<file path="src/rtl/parallax_pkg.sv">
// Shared timing defaults, derived sync windows and scroll-speed type for the
// parallax scan-out controller.
package parallax_pkg;

    localparam int DEF_H_ACTIVE = 640;
    localparam int DEF_H_FP     = 24;
    localparam int DEF_H_SYNC   = 40;
    localparam int DEF_H_BP     = 128;

    localparam int DEF_V_ACTIVE = 480;
    localparam int DEF_V_FP     = 9;
    localparam int DEF_V_SYNC   = 3;
    localparam int DEF_V_BP     = 28;

    localparam int H_TOTAL = DEF_H_ACTIVE + DEF_H_FP + DEF_H_SYNC + DEF_H_BP;
    localparam int V_TOTAL = DEF_V_ACTIVE + DEF_V_FP + DEF_V_SYNC + DEF_V_BP;

    localparam int H_SYNC_START = DEF_H_ACTIVE + DEF_H_FP;
    localparam int H_SYNC_END   = H_SYNC_START + DEF_H_SYNC;
    localparam int V_SYNC_START = DEF_V_ACTIVE + DEF_V_FP;
    localparam int V_SYNC_END   = V_SYNC_START + DEF_V_SYNC;

    localparam int RGB_W   = 3;
    localparam int SPEED_W = 4;

    typedef logic signed [SPEED_W-1:0] speed_t;

endpackage

</file>
<file path="src/rtl/vga_sync_gen.sv">
// Raster counters plus visible/vblank and active-low sync decode; the decodes
// are combinational from the counters so the parent can register them together.
module vga_sync_gen
    import parallax_pkg::*;
#(
    parameter int XW       = 10,
    parameter int H_ACTIVE = DEF_H_ACTIVE,
    parameter int H_FP     = DEF_H_FP,
    parameter int H_SYNC   = DEF_H_SYNC,
    parameter int H_BP     = DEF_H_BP,
    parameter int V_ACTIVE = DEF_V_ACTIVE,
    parameter int V_FP     = DEF_V_FP,
    parameter int V_SYNC   = DEF_V_SYNC,
    parameter int V_BP     = DEF_V_BP
) (
    input  logic          clk_i,
    input  logic          rst_i,
    output logic [XW-1:0] x_o,
    output logic [XW-1:0] y_o,
    output logic          visible_o,
    output logic          vblank_o,
    output logic          hsync_n_o,
    output logic          vsync_n_o
);

    localparam logic [XW-1:0] H_LAST   = XW'(H_ACTIVE + H_FP + H_SYNC + H_BP - 1);
    localparam logic [XW-1:0] V_LAST   = XW'(V_ACTIVE + V_FP + V_SYNC + V_BP - 1);
    localparam logic [XW-1:0] H_VIS    = XW'(H_ACTIVE);
    localparam logic [XW-1:0] V_VIS    = XW'(V_ACTIVE);
    localparam logic [XW-1:0] HS_START = XW'(H_ACTIVE + H_FP);
    localparam logic [XW-1:0] HS_END   = XW'(H_ACTIVE + H_FP + H_SYNC);
    localparam logic [XW-1:0] VS_START = XW'(V_ACTIVE + V_FP);
    localparam logic [XW-1:0] VS_END   = XW'(V_ACTIVE + V_FP + V_SYNC);

    logic [XW-1:0] x_q, x_d;
    logic [XW-1:0] y_q, y_d;

    always_comb begin
        x_d = x_q + 1'b1;
        y_d = y_q;
        if (x_q == H_LAST) begin
            x_d = '0;
            y_d = (y_q == V_LAST) ? '0 : y_q + 1'b1;
        end
    end

    always_ff @(posedge clk_i or posedge rst_i) begin
        if (rst_i) begin
            x_q <= '0;
            y_q <= '0;
        end else begin
            x_q <= x_d;
            y_q <= y_d;
        end
    end

    assign x_o       = x_q;
    assign y_o       = y_q;
    assign visible_o = (x_q < H_VIS) && (y_q < V_VIS);
    assign vblank_o  = (y_q >= V_VIS);
    assign hsync_n_o = !((x_q >= HS_START) && (x_q < HS_END));
    assign vsync_n_o = !((y_q >= VS_START) && (y_q < VS_END));

endmodule

</file>
<file path="src/rtl/parallax_scan_ctrl.sv">
// Parallax scan-out: per-layer scroll/speed registers, speed-write handshake
// and priority pixel mux. PARALLAX_BG_PATTERN_EN selects a checker background.
module parallax_scan_ctrl
    import parallax_pkg::*;
#(
    parameter int LAYERS   = 4,
    parameter int XW       = 10,
    parameter int H_ACTIVE = DEF_H_ACTIVE,
    parameter int H_FP     = DEF_H_FP,
    parameter int H_SYNC   = DEF_H_SYNC,
    parameter int H_BP     = DEF_H_BP,
    parameter int V_ACTIVE = DEF_V_ACTIVE,
    parameter int V_FP     = DEF_V_FP,
    parameter int V_SYNC   = DEF_V_SYNC,
    parameter int V_BP     = DEF_V_BP,
    localparam int LW      = (LAYERS > 1) ? $clog2(LAYERS) : 1
) (
    input  logic                           clk,
    input  logic                           reset,
    input  logic                           cfg_valid,
    output logic                           cfg_ready,
    input  logic [LW-1:0]                  cfg_layer,
    input  logic [SPEED_W-1:0]             cfg_speed,
    input  logic [LAYERS-1:0][RGB_W-1:0]   layer_rgb,
    input  logic [LAYERS-1:0]              layer_opaque,
    output logic [XW-1:0]                  x,
    output logic [XW-1:0]                  y,
    output logic [LAYERS-1:0][XW-1:0]      layer_x,
    output logic                           vblank,
    output logic [7:0]                     frame,
    output logic                           hsync,
    output logic                           vsync,
    output logic [RGB_W-1:0]               rgb
);

    logic visible, hsync_n, vsync_n;

    vga_sync_gen #(
        .XW(XW),
        .H_ACTIVE(H_ACTIVE), .H_FP(H_FP), .H_SYNC(H_SYNC), .H_BP(H_BP),
        .V_ACTIVE(V_ACTIVE), .V_FP(V_FP), .V_SYNC(V_SYNC), .V_BP(V_BP)
    ) u_sync (
        .clk_i     (clk),
        .rst_i     (reset),
        .x_o       (x),
        .y_o       (y),
        .visible_o (visible),
        .vblank_o  (vblank),
        .hsync_n_o (hsync_n),
        .vsync_n_o (vsync_n)
    );

    speed_t [LAYERS-1:0]          speed_q, speed_d;
    speed_t [LAYERS-1:0]          pending_q, pending_d;
    logic   [LAYERS-1:0][XW-1:0]  scroll_q, scroll_d;
    logic   [7:0]                 frame_q, frame_d;
    logic                         hsync_q, vsync_q;
    logic   [RGB_W-1:0]           rgb_q, rgb_d;
    logic   [RGB_W-1:0]           bg, pix;
    logic                         commit, cfg_fire;

    // Frame commit happens on the first vblank pixel; writes stall for that one cycle.
    assign commit    = (x == '0) && (y == XW'(V_ACTIVE));
    assign cfg_ready = !commit;
    assign cfg_fire  = cfg_valid && cfg_ready;

    always_comb begin
        pending_d = pending_q;
        speed_d   = speed_q;
        scroll_d  = scroll_q;
        frame_d   = frame_q;
        if (cfg_fire && (int'(cfg_layer) < LAYERS))
            pending_d[cfg_layer] = speed_t'(cfg_speed);
        if (commit) begin
            for (int i = 0; i < LAYERS; i++) begin
                // Scroll moves by the speed that was live during this frame, not the new one.
                scroll_d[i] = scroll_q[i] + XW'($signed(speed_q[i]));
                speed_d[i]  = pending_q[i];
            end
            frame_d = frame_q + 8'd1;
        end
    end

    for (genvar g = 0; g < LAYERS; g++) begin : g_layer_x
        assign layer_x[g] = x + scroll_q[g];
    end

`ifdef PARALLAX_BG_PATTERN_EN
    assign bg = {x[5] ^ y[5], x[6], y[6]};
`else
    assign bg = '0;
`endif

    always_comb begin
        pix = bg;
        for (int i = LAYERS - 1; i >= 0; i--)
            if (layer_opaque[i]) pix = layer_rgb[i];
        rgb_d = visible ? pix : '0;
    end

    always_ff @(posedge clk or posedge reset) begin
        if (reset) begin
            pending_q <= '0;
            speed_q   <= '0;
            scroll_q  <= '0;
            frame_q   <= '0;
            hsync_q   <= 1'b1;
            vsync_q   <= 1'b1;
            rgb_q     <= '0;
        end else begin
            pending_q <= pending_d;
            speed_q   <= speed_d;
            scroll_q  <= scroll_d;
            frame_q   <= frame_d;
            hsync_q   <= hsync_n;
            vsync_q   <= vsync_n;
            rgb_q     <= rgb_d;
        end
    end

    assign frame = frame_q;
    assign hsync = hsync_q;
    assign vsync = vsync_q;
    assign rgb   = rgb_q;

endmodule

</file>
<file path="config.mk">
export PLATFORM = sky130hd
export DESIGN_NAME = parallax_scan_ctrl
export DESIGN_NICKNAME = d
export VERILOG_FILES = /design/src/rtl/parallax_pkg.sv /design/src/rtl/vga_sync_gen.sv /design/src/rtl/parallax_scan_ctrl.sv
export SDC_FILE = /design/constraint.sdc
export NUM_CORES = 1
export LEC_CHECK = 0
export CAP_MARGIN = 20
export CORE_ASPECT_RATIO = 1.4
export CORE_MARGIN = 5
export CORE_UTILIZATION = 59
export CTS_CLUSTER_SIZE = 16
export DETAILED_ROUTE_END_ITERATION = 7
export HOLD_SLACK_MARGIN = 0.02
export PLACE_DENSITY = 0.83
export SLEW_MARGIN = 25
export SYNTH_ARGS = -nofsm -noshare
export SYNTH_HDL_FRONTEND = slang
export SYNTH_SLANG_ARGS = --single-unit
</file>
<file path="constraint.sdc">
create_clock -name clk -period 8.15 [get_ports clk]
set_input_delay 1.2225 -clock clk [delete_from_list [all_inputs] [get_ports clk]]
set_output_delay 1.2225 -clock clk [all_outputs]
set_load 0.02 [all_outputs]
</file>
**Word level (Yosys, flattened, before mapping)**

Cells that the tools add are included.

- Input port bits: 25
- Bits in registers: 105
- Logic and storage cells: 61

- Reductions and logical operators: 10
- $add $sub $neg: 11
- Eq/ne operators: 3
- Mux-type cells: 10
- Order comparisons: 9

Operators by type and width:

| kind | number |
|---|---|
| adder 10 bit | 8 |
| adder 10 x 1 -> 10 bit (second input constant) | 2 |
| equality test 10 bit (second input constant) | 2 |
| >= comparator 10 x 9 -> 1 bit (second input constant) | 2 |
| less-than comparator 10 bit (second input constant) | 2 |
| less-than comparator 10 x 9 -> 1 bit (second input constant) | 2 |
| two-way mux 10 bit | 2 |
| bitwise mux 16 bit | 1 |
| two-way mux 3 bit | 5 |
| equality test 10 x 9 -> 1 bit (second input constant) | 1 |
| >= comparator 10 bit (second input constant) | 1 |
| logical NOT 10 bit | 1 |
| adder 8 x 1 -> 8 bit (second input constant) | 1 |
| demux 4 bit (select 2 bit) | 1 |
| logical AND 1 bit | 6 |
| two-way mux 4 bit | 1 |
| logical NOT 1 bit | 3 |
| less-than comparator 2 x 3 -> 1 bit (second input constant) | 1 |
| >= comparator 2 x 1 -> 1 bit (second input constant) | 1 |

**Longest topological paths before layout**

- Depth in word-level cells: 5
- Mapped depth: 10
- Mapped depth without buffers: 8

**Hierarchy**

From an unflattened synthesis, not the netlist that was laid out.

- Cell total of the unflattened synthesis: 753
- Area total of the unflattened synthesis: 7211.9 µm²

Modules (own cells, without submodules):

| module | cells an instance | instances | area each (µm²) |
|---|---|---|---|
| parallax_scan_ctrl | 649 | 1 | 6135.9 |
| vga_sync_gen | 104 | 1 | 1076.0 |

**Worst setup path after synthesis**

OpenSTA, ideal clock, no wires.

- Path type: register -> output
- Start: reg u_sync.x_q[1] (netlist: u_sync.x_o[1])
- End: out layer_x[38] in the netlist's numbering
- Buffers on the path: 0
- Slack: 4813 ps
- Data required time: 6928 ps
- Cell stages (with the launch flop): 8
- Arrival: 2115 ps
- Path through: dfrtp_1 inv_1 fa_1 nor2b_1 o21ai_0 a21oi_1 o21ai_0 xnor2_1

RTL lines:

| what | RTL line | RTL |
|---|---|---|
| start, declared | vga_sync_gen.sv:35 | `logic [XW-1:0] x_q, x_d;` |
| start signal, assigned | vga_sync_gen.sv:49 | `x_q <= '0;` |
| start signal, assigned | vga_sync_gen.sv:52 | `x_q <= x_d;` |
| end, declared | parallax_scan_ctrl.sv:28 | `output logic [LAYERS-1:0][XW-1:0] layer_x,` |

==> impl_metrics.prom <==
# TYPE chip_impl_metric gauge
chip_impl_metric{name="crit_buf_inv",unit=""} 2
chip_impl_metric{name="tightest_slew",unit="ns"} 0.9960
chip_impl_metric{name="drive_gt1_share",unit="%"} 6.017
chip_impl_metric{name="detail_route.wirelength",unit="mm"} 19.76
chip_impl_metric{name="cts.repair.resized",unit=""} 0
chip_impl_metric{name="fp-row-count",unit=""} 50
chip_impl_metric{name="syn_nets",unit=""} 981
chip_impl_metric{name="synthesis_warning_total",unit=""} 0
chip_impl_metric{name="final_min_period_over_clock_period",unit="%"} 54.05
chip_impl_metric{name="ant_nets",unit=""} 0
chip_impl_metric{name="die_area",unit="um^2"} 15860
chip_impl_metric{name="h-tree-depth",unit=""} 3
chip_impl_metric{name="grt_pass1_vias",unit=""} 6654
chip_impl_metric{name="power_frac_clock",unit="%"} 43.6
chip_impl_info{name="cp-start-kind",value="register"} 1
chip_impl_metric{name="crit_fanout",unit=""} 9
chip_impl_metric{name="place_congestion",unit=""} 0.9165
chip_impl_metric{name="path_depth",unit=""} 8
chip_impl_metric{name="switching_share",unit="%"} 23.58
chip_impl_metric{name="seq_power_share",unit="%"} 51.2
chip_impl_metric{name="postLayoutSetupSlackWorst",unit="ns"} 3.745
chip_impl_metric{name="synthesis.area_per_instance",unit="um^2"} 9.105
chip_impl_info{name="unrepaired_setup_endpoints_after_global_routing",value="no"} 1
chip_impl_metric{name="design.portCount",unit=""} 100
chip_impl_metric{name="synthDistinctLibCells",unit=""} 61
chip_impl_metric{name="detailroute.via_count",unit=""} 6918
chip_impl_metric{name="post_cts_buffers",unit=""} 0
chip_impl_info{name="worstSetupPathType",value="register to output port"} 1
chip_impl_info{name="endpoint_kind",value="output port"} 1
chip_impl_metric{name="numPortBuffers",unit=""} 99
chip_impl_metric{name="timing.critical_path.arrival",unit="ns"} 3.18
chip_impl_metric{name="postSynth.asyncResetShare",unit="%"} 100.0
chip_impl_metric{name="wl_per_cell",unit="um"} 17.24
chip_impl_metric{name="nets",unit=""} 1071
chip_impl_metric{name="route.detailed.drc",unit=""} 0
chip_impl_metric{name="die_w",unit="um"} 107.9
chip_impl_metric{name="hold_worst_slack",unit="ns"} 0.4724
chip_impl_metric{name="total_power",unit="mW"} 1.066
chip_impl_metric{name="cts.hold.buffers_added",unit=""} 0
chip_impl_info{name="cts_root_buffer",value="sky130_fd_sc_hd__clkbuf_16"} 1
chip_impl_metric{name="p_int",unit="mW"} 0.8148
chip_impl_metric{name="cts-buffers-inserted",unit=""} 9
chip_impl_info{name="startpoint",value="u_sync.x_o[1]"} 1
chip_impl_metric{name="synth_enable_flop_cells",unit=""} 0
chip_impl_metric{name="starting_density_of_the_core",unit="%"} 59.66
chip_impl_info{name="commonest_cells_after_routing_fill_and_taps_aside",value="112 x sky130_fd_sc_hd__nand2_1, 103 x sky130_fd_sc_hd__dfrtp_1, 99 x sky130_fd_sc_hd__clkdlybuf4s50_1"} 1
chip_impl_info{name="worst_path_dominant_cell_family",value="buffers and inverters"} 1
chip_impl_metric{name="max-cap-violations",unit=""} 0
chip_impl_info{name="outcome",value="finished, final reports clean"} 1
chip_impl_metric{name="timing.reg2reg.setup_slack",unit="ns"} 4.75
chip_impl_metric{name="final_period_minus_worst_setup_slack",unit="ns"} 4.405
chip_impl_metric{name="leakage",unit="nW"} 4.276
chip_impl_metric{name="power.switching",unit="mW"} 0.2513
chip_impl_metric{name="setup_viol",unit=""} 0
chip_impl_metric{name="yosysSeqAreaShare",unit="%"} 33.24
chip_impl_metric{name="share_comb_of_total_power",unit="%"} 5.2
chip_impl_metric{name="netlist_instances",unit=""} 869
chip_impl_info{name="critPathCapture",value="layer_x[18]"} 1
chip_impl_metric{name="iter_0_drt_violations",unit=""} 511
chip_impl_info{name="synth_top_flop_cell",value="sky130_fd_sc_hd__dfrtp_1"} 1
chip_impl_metric{name="post-dp-hpwl",unit="mm"} 14.36
chip_impl_metric{name="slew_viol_final",unit=""} 0
chip_impl_metric{name="grt_first_pass_wirelength",unit="mm"} 32.54
chip_impl_metric{name="ir_drop",unit="mV"} 0.1213
chip_impl_metric{name="area_growth",unit="%"} 18.01
chip_impl_info{name="r2r_start",value="u_sync.x_o[1]"} 1
chip_impl_metric{name="fin_setup_tns",unit="ns"} 0
chip_impl_metric{name="ff2ff_path_depth",unit=""} 8
chip_impl_metric{name="max_slew_margin",unit="%"} 33.36
chip_impl_metric{name="final_hold_viol_count",unit=""} 0
chip_impl_metric{name="fillers",unit=""} 1087
chip_impl_info{name="layout_commonest_cell",value="sky130_fd_sc_hd__nand2_1"} 1
chip_impl_metric{name="global_route.overflow_total",unit=""} 0
chip_impl_metric{name="worst-endpoint-required",unit="ns"} 6.93
chip_impl_metric{name="cts.clk_slew.worst_paths",unit="ns"} 0.08
chip_impl_metric{name="clk_latency",unit="ns"} 0.36
chip_impl_metric{name="crit_path_max_incr_delay",unit="ns"} 0.65
chip_impl_metric{name="antennaDiodeCount",unit=""} 0
chip_impl_metric{name="timing.hold.worst_path_depth",unit=""} 2
chip_impl_metric{name="groute.usage.overall",unit="%"} 25.52
chip_impl_metric{name="pre_cts_slack",unit="ns"} 4.155
chip_impl_metric{name="fmax",unit="MHz"} 227.0
chip_impl_info{name="endpoint_of_the_worst_slack_reg_to_reg_timing_path",value="scroll_q[6]"} 1
chip_impl_metric{name="clk_path_buf_depth",unit=""} 2
chip_impl_metric{name="core_area",unit="um^2"} 13260
chip_impl_metric{name="drt-pass1-iter-count",unit=""} 6
chip_impl_metric{name="ys_ff_latch",unit=""} 105
chip_impl_metric{name="antenna_found_initial",unit=""} 0
chip_impl_metric{name="route.detailed.vias_per_inst",unit=""} 6.037
chip_impl_metric{name="cts_sink_cnt",unit=""} 105
chip_impl_info{name="hp-class",value="register to register"} 1
chip_impl_metric{name="powerDensity",unit="nW/um^2"} 114.2
chip_impl_metric{name="final_core_utilization",unit="%"} 70.41
chip_impl_metric{name="die_h",unit="um"} 147.0
chip_impl_metric{name="clock_skew",unit="ns"} 0.009064
chip_impl_info{name="tritoncts_clock_tree",value="done"} 1
chip_impl_metric{name="post_synth_design_cell_area",unit="um^2"} 7913
chip_impl_info{name="critical-path-slowest-cell",value="sky130_fd_sc_hd__clkdlybuf4s50_1"} 1
chip_impl_metric{name="largest_net_degree_at_the_start_of_global_routing",unit=""} 72
chip_impl_info{name="crit_path_cell_trace",value="inv_1, fa_1, nor2b_1, o21ai_0, a21oi_1, o41ai_1, xnor2_1, clkdlybuf4s50_1"} 1
metal layers:
metal,track usage (%),vias up,part of all wire (%)
met5,0,-,0
met4,8.654,0,3.1
met3,4.747,50,5.1
met2,42.47,195,50
met1,33.32,3325,42
li1,-,3348,-
cell usage after synthesis, drive strengths merged, types with 3 or more instances:
cell type	n	area share [%]
and3	11	0.87
nand4	25	2.0
xor2	36	4.0
o41ai	3	0.33
xnor2	33	3.7
buf	12	1.1
a21o	13	1.2
mux2i	3	0.38
o32ai	4	0.44
o221ai	4	0.44
nand4b	4	0.44
nand2	113	5.4
ha	79	12
o21ai	70	4.4
a211o	6	0.66
or3	7	0.68
o21a	18	1.7
a2bb2oi	4	0.44
a21oi	56	3.5
o21bai	6	0.57
a311oi	6	0.66
fa	8	2.0
and4	6	0.66
nor4	3	0.24
nor2b	18	1.4
nor2	43	2.1
dfrtp	103	33
nand3b	5	0.47
nand2b	9	0.71
inv	40	1.9
or4	3	0.38
nand3	23	1.5
mux2	21	3.4
nor3	18	1.3
a211oi	10	0.95
clkbuf	11	0.52
or4b	6	0.76
o31a	4	0.44
o22a	4	0.44
stage by stage:
step | cell area, um^2 | cells
floorplan | 7913 | 869
global placement | 9030 | 1130
detailed placement | 9030 | 1130
CTS | 9338 | 1146
global route | 9338 | 1146
finish | 9338 | 1146
worst register-to-register path, cell delays in order (launching register included):
cell and delay [ns]:
sky130_fd_sc_hd__dfrtp_1 0.54, sky130_fd_sc_hd__inv_1 0.39, sky130_fd_sc_hd__ha_1 0.22, sky130_fd_sc_hd__or3b_2 0.50, sky130_fd_sc_hd__nor3_4 0.65, sky130_fd_sc_hd__nand2_2 0.17, sky130_fd_sc_hd__buf_4 0.41, sky130_fd_sc_hd__a211o_1 0.38
sky130_fd_sc_hd__nand3_1 0.08
power by group through the flow:
stage	clock network [mW]	logic (mW)	registers, mW
2_1_floorplan	0	0.0314	0.555
3_3_place_gp	0	0.0546	0.556
3_5_place_dp	0	0.0561	0.556
4_1_cts	0.468	0.0563	0.546
5_1_grt	0.492	0.0604	0.548
6_report	0.465	0.0551	0.546
worst min path at each step:
stage	startpoint	end	slack, ns
after global placement	pending_q[3]	speed_q[3]	0.45
after CTS	pending_q[3]	speed_q[3]	0.47
final	pending_q[3]	speed_q[3]	0.47
after floorplan	pending_q[0]	speed_q[0]	0.44
after detailed placement	pending_q[3]	speed_q[3]	0.46
after global routing	pending_q[3]	speed_q[3]	0.51
flip-flops by register name (all words and copies together), names as in the netlist:
register / flops
vsync: 1
u_sync.y_o: 10
frame: 8
rgb: 3
scroll_q: 40
pending_q: 16
speed_q: 16
u_sync.x_o: 10
hsync: 1
kinds of logic (layout without fill, tap and decap cells):
kind of cell	count (synthesis)	in the layout	synth area share, %
simple gates	305	305	20.15
compound gates	216	216	17.22
flops	105	105	33.24
fa+ha+maj	87	87	14.52
xor+xnor	69	69	7.638
buf+inv	63	158	3.495
mux	24	24	3.748
area by class of cell:
class	count	area, um^2	share of cell area, %
Inverter	40	152.6	1.635
Timing Repair Buffer	102	1013	10.85
Multi-Input combinational cell	701	5006	53.61
Sequential cell	105	2630	28.17
Tap cell	182	227.7	2.439
Clock inverter	6	78.83	0.8442
Clock buffer	10	229.0	2.452
No activity file was read; power rests on OpenSTA's default activity.
